===== src/rtl/synth_pkg.sv =====
// Shared constants and types for the PWM audio output path.
package synth_pkg;

   localparam int SAMPLE_W         = 8;
   localparam int PWM_W            = 8;
   localparam int PRESCALE_DEFAULT = 4;

   typedef enum logic {
      IDLE = 1'b0,
      RUN  = 1'b1
   } state_e;

   // Width of a counter that must hold 0..n-1, never narrower than one bit.
   function automatic int cntWidth(input int n);
      return (n > 1) ? $clog2(n) : 1;
   endfunction

endpackage


===== src/rtl/tick_gen.sv =====
// Prescaler: emits a one-cycle tick every PRESCALE clocks while not cleared.
module tick_gen
   import synth_pkg::*;
#(
   parameter int PRESCALE = PRESCALE_DEFAULT
) (
   input  logic clk,
   input  logic nRst,
   input  logic clear,
   output logic tick
);

   localparam int            CW   = cntWidth(PRESCALE);
   localparam logic [CW-1:0] LAST = CW'(PRESCALE - 1);

   logic [CW-1:0] cnt_q, cnt_d;

   always_comb begin
      cnt_d = cnt_q;
      tick  = 1'b0;
      if (clear) begin
         cnt_d = '0;
      end else if (cnt_q == LAST) begin
         cnt_d = '0;
         tick  = 1'b1;
      end else begin
         cnt_d = cnt_q + 1'b1;
      end
   end

   always_ff @(posedge clk) begin
      if (!nRst) begin
         cnt_q <= '0;
      end else begin
         cnt_q <= cnt_d;
      end
   end

endmodule


===== src/rtl/pwm_audio_out.sv =====
// PWM audio output stage: double-buffers mixer samples and converts them to a
// registered PWM bit, one sample per 256-step PWM frame.
module pwm_audio_out
   import synth_pkg::*;
#(
   parameter int PRESCALE = PRESCALE_DEFAULT
) (
   input  logic                clk,
   input  logic                nRst,
   input  logic                en,
   input  logic [SAMPLE_W-1:0] sample_in,
   input  logic                sample_valid,
   output logic                sample_req,
   output logic                pwm_out,
   output logic                underrun
);

   state_e state_q, state_d;

   logic [PWM_W-1:0]    pwm_cnt_q, pwm_cnt_d;
   logic [SAMPLE_W-1:0] duty_q, duty_d;
   logic [SAMPLE_W-1:0] buf_q, buf_d;
   logic                buf_full_q, buf_full_d;
   logic                pwm_q, pwm_d;
   logic                req_q, req_d;
   logic                underrun_q, underrun_d;

   logic active;
   logic startRun;
   logic tick;
   logic frameEnd;

   // A RUN cycle with en low already behaves as IDLE so the drop takes effect at once.
   assign active   = (state_q == RUN) && en;
   assign startRun = (state_q == IDLE) && en;
   assign frameEnd = tick && (pwm_cnt_q == '1);

   tick_gen #(
      .PRESCALE(PRESCALE)
   ) u_tick_gen (
      .clk  (clk),
      .nRst (nRst),
      .clear(!active),
      .tick (tick)
   );

   always_comb begin
      state_d = state_q;
      if (en) begin
         state_d = RUN;
      end else begin
         state_d = IDLE;
      end
   end

   always_ff @(posedge clk) begin
      if (!nRst) begin
         state_q <= IDLE;
      end else begin
         state_q <= state_d;
      end
   end

   always_comb begin
      pwm_cnt_d  = pwm_cnt_q;
      duty_d     = duty_q;
      buf_d      = buf_q;
      buf_full_d = buf_full_q;
      pwm_d      = 1'b0;
      req_d      = 1'b0;
      underrun_d = underrun_q;

      if (!active) begin
         pwm_cnt_d  = '0;
         duty_d     = '0;
         buf_d      = '0;
         buf_full_d = 1'b0;
         if (startRun) begin
            underrun_d = 1'b0;
            req_d      = 1'b1;
         end
      end else begin
         pwm_d = (pwm_cnt_q < duty_q);
         if (tick) begin
            pwm_cnt_d = pwm_cnt_q + 1'b1;
         end
         // A sample arriving exactly at frame end bypasses the buffer.
         if (frameEnd) begin
            req_d = 1'b1;
            if (sample_valid) begin
               duty_d     = sample_in;
               buf_full_d = 1'b0;
            end else if (buf_full_q) begin
               duty_d     = buf_q;
               buf_full_d = 1'b0;
            end else begin
               underrun_d = 1'b1;
            end
         end else if (sample_valid) begin
            buf_d      = sample_in;
            buf_full_d = 1'b1;
         end
      end
   end

   always_ff @(posedge clk) begin
      if (!nRst) begin
         pwm_cnt_q  <= '0;
         duty_q     <= '0;
         buf_q      <= '0;
         buf_full_q <= 1'b0;
         pwm_q      <= 1'b0;
         req_q      <= 1'b0;
         underrun_q <= 1'b0;
      end else begin
         pwm_cnt_q  <= pwm_cnt_d;
         duty_q     <= duty_d;
         buf_q      <= buf_d;
         buf_full_q <= buf_full_d;
         pwm_q      <= pwm_d;
         req_q      <= req_d;
         underrun_q <= underrun_d;
      end
   end

   assign sample_req = req_q;
   assign pwm_out    = pwm_q;
   assign underrun   = underrun_q;

endmodule

===== config.mk =====
export PLATFORM = sky130hd
export DESIGN_NAME = pwm_audio_out
export DESIGN_NICKNAME = d
export VERILOG_FILES = /design/src/rtl/synth_pkg.sv /design/src/rtl/tick_gen.sv /design/src/rtl/pwm_audio_out.sv
export SDC_FILE = /design/constraint.sdc
export NUM_CORES = 1
export LEC_CHECK = 0
export ABC_AREA = 0
export CORE_MARGIN = 1
export CORE_UTILIZATION = 59
export CTS_CLUSTER_SIZE = 8
export DETAILED_ROUTE_END_ITERATION = 12
export PLACE_DENSITY = 0.83
export RECOVER_POWER = 100
export SLEW_MARGIN = 15
export SYNTH_ARGS = -nofsm -noshare
export SYNTH_HDL_FRONTEND = slang
export SYNTH_SLANG_ARGS = --single-unit

===== constraint.sdc =====
create_clock -name clk -period 4 [get_ports clk]
set_clock_uncertainty 0.15 [all_clocks]
set_input_delay 0.8 -clock clk [delete_from_list [all_inputs] [get_ports clk]]
set_output_delay 0.8 -clock clk [all_outputs]
set_load 0.01 [all_outputs]

## Word-level counts from Yosys, hierarchy flattened

Cells that the tools add are included.

| operators by class | value |
|---|---|
| $add $sub $neg | 2 |
| order comparisons | 1 |
| equal/unequal tests | 5 |
| multiplexer cells | 13 |
| bitwise gates (word level) | 4 |
| reductions and logical operators | 11 |

Operator list:

| kind | count |
|---|---|
| 8-bit 2-to-1 mux | 2 |
| 1-bit 2-to-1 mux | 11 |
| 8-bit by 1-bit adder with 8-bit output (second input constant) | 1 |
| 8-bit == test (second input constant) | 1 |
| 8-bit less-than comparator | 1 |
| 2-bit AND reduction | 3 |
| 3-bit OR reduction | 2 |
| 2-bit != test (second input constant) | 2 |
| 1-bit inverter | 4 |
| 4-bit AND reduction | 1 |
| 2-bit nonzero test | 2 |
| 1-bit logical AND | 3 |
| 2-bit by 1-bit adder with 2-bit output (second input constant) | 1 |
| 2-bit == test (second input constant) | 1 |
| 2-bit by 1-bit != test with 1-bit output (second input constant) | 1 |

| word-level totals | value |
|---|---|
| flip-flop bits (word level) | 31 |
| output and inout bits | 3 |
| logic and storage cells | 45 |

## Logic depth before layout (Yosys ltp)

Gate-level depths: netlist of the first run.

| logic depth | value |
|---|---|
| depth in word-level cells | 6 |
| mapped depth | 7 |

## By module

From an unflattened synthesis of the first run, not the netlist that was laid out.

| unflattened totals | value |
|---|---|
| cell total of the unflattened synthesis | 159 |
| area, all modules | 1508.9 um^2 |

Modules (own cells, without submodules):

| module | instances | cells an instance | area each (um^2) |
|---|---|---|---|
| pwm_audio_out | 1 | 153 | 1420.1 |
| tick_gen | 1 | 6 | 88.8 |

## Worst setup path after synthesis of the first run

Ideal clock, no wire load.

| timing | value |
|---|---|
| path kind | input to register |
| from | input port sample_valid |
| to | register duty_q[5] |
| library setup time | 0.079 ns |
| arrival | 1.842 ns |
| data required time | 3.771 ns |
| setup slack | 1.929 ns |
| stages | 6 |
| cells stage by stage | buf_2 -> nor2_1 -> nor4_4 -> buf_6 -> nor2_1 -> a211oi_2 |

| on the way | value |
|---|---|
| word-level cells in the longest chain between the ends | 2 |
| elaborated cells between the ends (all ways) | 3 |

RTL lines:

| element | line | text |
|---|---|---|
| start: declaration | pwm_audio_out.sv:12 | `input logic sample_valid,` |
| 2-bit nonzero test (no line) | -- |  |
| 2-bit AND reduction (no line) | -- |  |
| end signal: assignment | pwm_audio_out.sv:117 | `duty_q <= duty_d;` |
| end: declaration | pwm_audio_out.sv:21 | `logic [SAMPLE_W-1:0] duty_q, duty_d;` |

Parallel ways exist; a longest one is shown, timed or not.
A chain may end at the register's enable or synchronous reset.

## Final worst setup path of the first run

| timing | value |
|---|---|
| from | input port en |
| to | register duty_q[5] |

| on the way | value |
|---|---|
| word-level cells in the longest chain between the ends | 4 |
| elaborated cells between the ends (all ways) | 5 |

RTL lines:

| element | line | text |
|---|---|---|
| start: declaration | pwm_audio_out.sv:10 | `input logic en,` |
| 1-bit logical AND (*) | pwm_audio_out.sv:34 | `assign active = (state_q == RUN) && en;` |
| 1-bit 2-to-1 mux | tick_gen.sv:21 | `if (clear) begin` |
| 1-bit logical AND | pwm_audio_out.sv:36 | `assign frameEnd = tick && (pwm_cnt_q == '1);` |
| 2-bit AND reduction (no line) | -- |  |

Every way passes the cells marked *; elsewhere a longest branch is shown, timed or not.

==> results of run 1 <==
[report_power, final]
group	internal, mW	leakage (nW)	switching [mW]	total [mW]
clock	0.103	0.0386	0.104	0.207
combinational	0.0196	0.301	0.0154	0.0349
sequential	0.311	0.250	0.00109	0.312
[synthesized netlist by cell type (2+ instances only)]
cell / n / area share [%]
a211oi_1: 8 / 4.2
nor3b_1: 2 / 1.0
a211oi_2: 2 / 1.7
dfxtp_1: 31 / 43
xnor2_1: 3 / 1.8
ha_1: 9 / 7.8
nand2_1: 7 / 1.8
xor2_1: 2 / 1.2
clkbuf_1: 2 / 0.52
inv_1: 8 / 2.1
mux2i_1: 17 / 12
or3_1: 2 / 0.87
nand2b_1: 2 / 0.87
o21ai_0: 5 / 1.7
nor2_1: 23 / 6.0
a21oi_1: 2 / 0.70
nor3_1: 5 / 1.7
[cell type report]
cell class / instances / area, um^2 / area share (%)
Multi-Input combinational cell: 101 / 733.2 / 44.63
Sequential cell: 31 / 620.6 / 37.78
Inverter: 8 / 30.03 / 1.828
Timing Repair Buffer: 16 / 155.1 / 9.444
Clock buffer: 8 / 68.82 / 4.189
Tap cell: 28 / 35.03 / 2.133
[layout by cell type, fill, tap and decap left out, drive strengths merged, types with 3 or more instances in the layout]
cell,instances
dlygate4sd3,4
inv,8
nand2,7
mux2i,17
nor3,5
clkdlybuf4s50,10
xnor2,3
a211oi,10
nor2,23
clkbuf,8
o21ai,5
dfxtp,31
ha,9
[stage by stage]
step                      util, %  hold WS (ns)  cells
after detailed placement    70.70        0.2811    184
after global routing        72.86        0.3328    192
after floorplan                 -        0.2543    145
final                       72.86        0.2985    192
after global placement      70.70        0.2620    184
after CTS                   73.75        0.2940    192
[state kept, by name, indices dropped and copies added (netlist names)]
name and cells:
buf_q 8, buf_full_q 1, pwm_out 1, u_tick_gen.cnt_q 2
duty_q 8, pwm_cnt_q 8, state_q 1, underrun 1
sample_req 1
[path summary, 6_finish.rpt]
kind / from / end / cells past startpoint
hold / removal: u_tick_gen.cnt_q[0]$_SDFF_PP0_ / u_tick_gen.cnt_q[0]$_SDFF_PP0_ / 1
setup / recovery: en / duty_q[5]$_SDFFE_PP0P_ / 5
setup reg to reg: u_tick_gen.cnt_q[0]$_SDFF_PP0_ / duty_q[5]$_SDFFE_PP0P_ / 5
hold reg to reg: u_tick_gen.cnt_q[0]$_SDFF_PP0_ / u_tick_gen.cnt_q[0]$_SDFF_PP0_ / 1
[metal layers]
| layer | vias to the layer above | global-route usage (%) | wire, um |
|---|---|---|---|
| met3 | 10 | 8.333 | 94 |
| met1 | 507 | 24.91 | 1160 |
| met2 | 21 | 40.79 | 1270 |
| met5 | - | 0 | 0 |
| li1 | 543 | - | - |
| met4 | 0 | 17.12 | 78 |
[kinds of logic after synthesis]
logic type	share of synthesized area, %
and+or+nand+nor	17.70
DFF	43.24
AOI/OAI and AO/OA	12.03
muxes	11.86
buffers and inverters	4.272
adders and majority gates	7.847
xor gates and xnor gates	3.052
==> results.ini, run 1 <==
[run_status]
status = complete, no violations

[power]
irDropWorstVdd_v = 0.0002846
p_per_area_mw_per_mm2 = 337.3
power_uw = 554.1
p_leak_nw = 0.5899

[clock_network]
cts_buffers = 5
cts.reportedPaths.clkPinSlew_ns = 0.09
h-tree-depth = 2
clock_path_buffers = 2
cts_setup_buffers = 0
clock-sinks = 31
cts_tree = yes
cts-root-buf = clkbuf_4
cts_resized = 0
clk_latency_ns = 0.33
ctsHoldBuffers = 0

[route]
wl_um = 2605
first_pass_iters = 4
drt_iter0_drc = 8
vias = 1081
viasPerCell = 5.630
antenna_left = 0
drc = 0
wl_per_cell_um = 13.57

[floorplan]
row_count = 17
initial_core_util_pct = 63.65
die-area_mm2 = 0.002634
core-area_mm2 = 0.002255
die_y_um = 51.32
die_x_um = 51.32
pin_count = 15

[timing]
fin_crit_ns = 2.904
fin_tns_setup_ns = 0
fmax_mhz = 344.3
rsz0062_at_grt = no
tightest_slew_ns = 0.7703
drv_slew = 0
hold_viol = 0
setup_viol = 0
setup_slack_ns = 1.096
max_slew_margin_pct = 48.26
period_share_pct = 72.60

[synthesis]
syn_inst = 145
mappedNetlistNets = 166
ys_seq_area_share_pct = 43.24
ys_warn_count = 0
netlist_area_mm2 = 0.001435
synth_ff_type = dfxtp_1
synth_edf_count = 0
async_flop_share_pct = 0
synth_seq_cells = 31
ys_types = 32
avgSynthCellArea_um2 = 9.897

[global_routing]
grt_first_pass_wirelength_um = 4402
grt_pass1_vias = 1045
antenna_found_initial = 0
grt_max_degree = 18
track_usage_pct = 24.22
overflow = 0

[layout]
postLayoutCellArea_mm2 = 0.001643
drive_gt1_share_pct = 7.927
layout.nets = 184
areaGrowthSynthToFinish_pct = 14.47
antennaDiodeCount = 0
fillCellCount = 182

[critical_path]
cp.required_ns = 4.11
crit_path_cell_trace = dlygate4sd3_1, nand4_1, nor4_4, nor2_1, a211oi_2
cpPeakStageDelay_ns = 0.84
reg2reg_setup_slack_ns = 1.46
critPathBufInv = 1
path_max_fanout = 16
end_kind = flip-flop
start_kind = input port
critPathSlowestCell = nor4_4
arrival_ns = 3.02
cpLargestDelayFamily = simple AND/OR/NAND/NOR gates
critical_path_class = in2reg

[place]
gp_congestion = 0.7762
portBuffers = 14
place_area_mm2 = 0.001594
place_hpwl_um = 1878
dp_slack_ns = 1.046

[hold_path]
min_path_type = reg2reg

[flow_run]
cap_violations = 0

Note: power is estimated with default switching activity, not from simulation.
==> run 2: changes to the inputs <==
Settings changed: CORE_ASPECT_RATIO set to 0.5, CORE_UTILIZATION 59 to 49, PLACE_DENSITY 0.83 to 0.73.
Clock period 4 ns to 2.6 ns, I/O delays scaled along.
==> results.ini, run 2 (synthesis results as in run 1) <==
[route]
antenna_left = 0
wl_per_cell_um = 11.94
wl_met3_um = 100
viasPerCell = 5.180
wl_um = 2448
met1Wirelength_um = 1345
drc = 0
vias = 1062
drt_iter0_drc = 66
met2_length_um = 1001
first_pass_iters = 4
top_layer_used = met3

[power]
p_per_area_mw_per_mm2 = 590.9
p_switching_uw = 199.4
irDropWorstVdd_v = 0.0003553
swShare_pct = 19.60
p_clk_share_pct = 47.5
power_frac_seq_pct = 47.3
p_int_uw = 817.9
p_leak_nw = 0.6313
comb_power_share_pct = 5.3

[layout]
final_cell_mix = 31 x dfxtp_1, 23 x nor2_1, 17 x mux2i_1
antennaDiodeCount = 0
drive_gt1_share_pct = 9.524
reg_top3 = buf_q: 8 flops, duty_q: 8 flops, pwm_cnt_q: 8 flops
areaGrowthSynthToFinish_pct = 19.97
layout.nets = 188
multi_input_area_um2 = 734.5
finish.utilization_pct = 64.15
fillCellCount = 250
layout.area.seq_um2 = 620.6
mostFrequentLayoutCell = dfxtp_1

[critical_path]
critical_path_class = in2reg
end_kind = flip-flop
arrival_ns = 2.30
path_max_fanout = 10
start_kind = input port
cp.required_ns = 2.59

[place]
gp_congestion = 0.8073
portBuffers = 14
place_hpwl_um = 1838

[timing]
fin_crit_ns = 2.306
rsz0062_at_grt = no
period_share_pct = 88.68
hold_viol = 0
max_slew_margin_pct = 54.90
setup_viol = 0
drv_slew = 0
tightest_slew_ns = 0.6765
fmax_mhz = 433.7
fin_tns_setup_ns = 0

[clock_network]
clock_path_buffers = 2
clock-sinks = 31
cts_setup_buffers = 0
cts-root-buf = clkbuf_8
ctsHoldBuffers = 0
h-tree-depth = 2
cts.reportedPaths.clkPinSlew_ns = 0.07
cts_tree = yes
clk_latency_ns = 0.27
cts_resized = 0
cts_buffers = 5

[global_routing]
overflow = 0
grt_first_pass_wirelength_um = 4160
grt_pass1_vias = 971
track_usage_pct = 18.19
grt_max_degree = 17
antenna_found_initial = 0

[run_status]
status = complete, no violations

[floorplan]
initial_core_util_pct = 53.47
core-area_mm2 = 0.002684
die_y_um = 40.27
row_count = 13
pin_count = 15
die_x_um = 78.54
die-area_mm2 = 0.003163

[hold_path]
min_path_type = reg2reg

[flow_run]
cap_violations = 0

run 2: final cells by class:
class,instances,area share [%]
inverters,8,1.744
well taps,37,2.689
repair buffers,20,10.03
multi-input cells,101,42.66
flip-flops and latches,31,36.05
clock buffers,6,4.797
clock inverters,2,2.035
run 2: worst paths after layout:
kind / from / endpoint / slack (ns) / cells past startpoint
max: en / buf_q[2]$_SDFFE_PP0P_ / 0.29 / 6
min: u_tick_gen.cnt_q[0]$_SDFF_PP0_ / u_tick_gen.cnt_q[0]$_SDFF_PP0_ / 0.28 / 1
max reg2reg: u_tick_gen.cnt_q[0]$_SDFF_PP0_ / buf_q[2]$_SDFFE_PP0P_ / 0.51 / 6
min reg2reg: u_tick_gen.cnt_q[0]$_SDFF_PP0_ / u_tick_gen.cnt_q[0]$_SDFF_PP0_ / 0.28 / 1
run 2: layer usage:
metal  up-vias  GRT usage, %
met5         -             0
met4         0         5.093
met3         0         6.364
met2        20         30.65
met1       492         22.80
li1        550             -
run 2: worst max-delay path, cell delays in order:
cell and delay, ns:
dlygate4sd3_1 0.65, nand4_4 0.21, o31ai_1 0.30, clkbuf_2 0.32, mux2i_1 0.23, nor2_1 0.06
run 2: power by group through the flow:
stage               sequential, mW  clock, mW  combinational, mW
floorplan                    0.491          0             0.0275
global placement             0.491          0             0.0562
detailed placement           0.491          0             0.0563
CTS                          0.481      0.492             0.0568
global route                 0.481      0.507             0.0579
finish                       0.481      0.483             0.0535
run 2: stage by stage:
| step | std cells | area [um^2] | setup slack, ns | power, mW | hold WS (ns) |
|---|---|---|---|---|---|
| 2_1_floorplan | 145 | 1435 | 0.8049 | 0.5190 | 0.2543 |
| 3_5_place_dp | 197 | 1635 | 0.2483 | 0.5477 | 0.2776 |
| 4_1_cts | 205 | 1753 | 0.5229 | 1.029 | 0.2867 |
| 3_3_place_gp | 197 | 1635 | 0.2628 | 0.5475 | 0.2654 |
| 5_1_grt | 205 | 1722 | 0.1921 | 1.046 | 0.2993 |
| 6_report | 205 | 1722 | 0.2942 | 1.017 | 0.2803 |
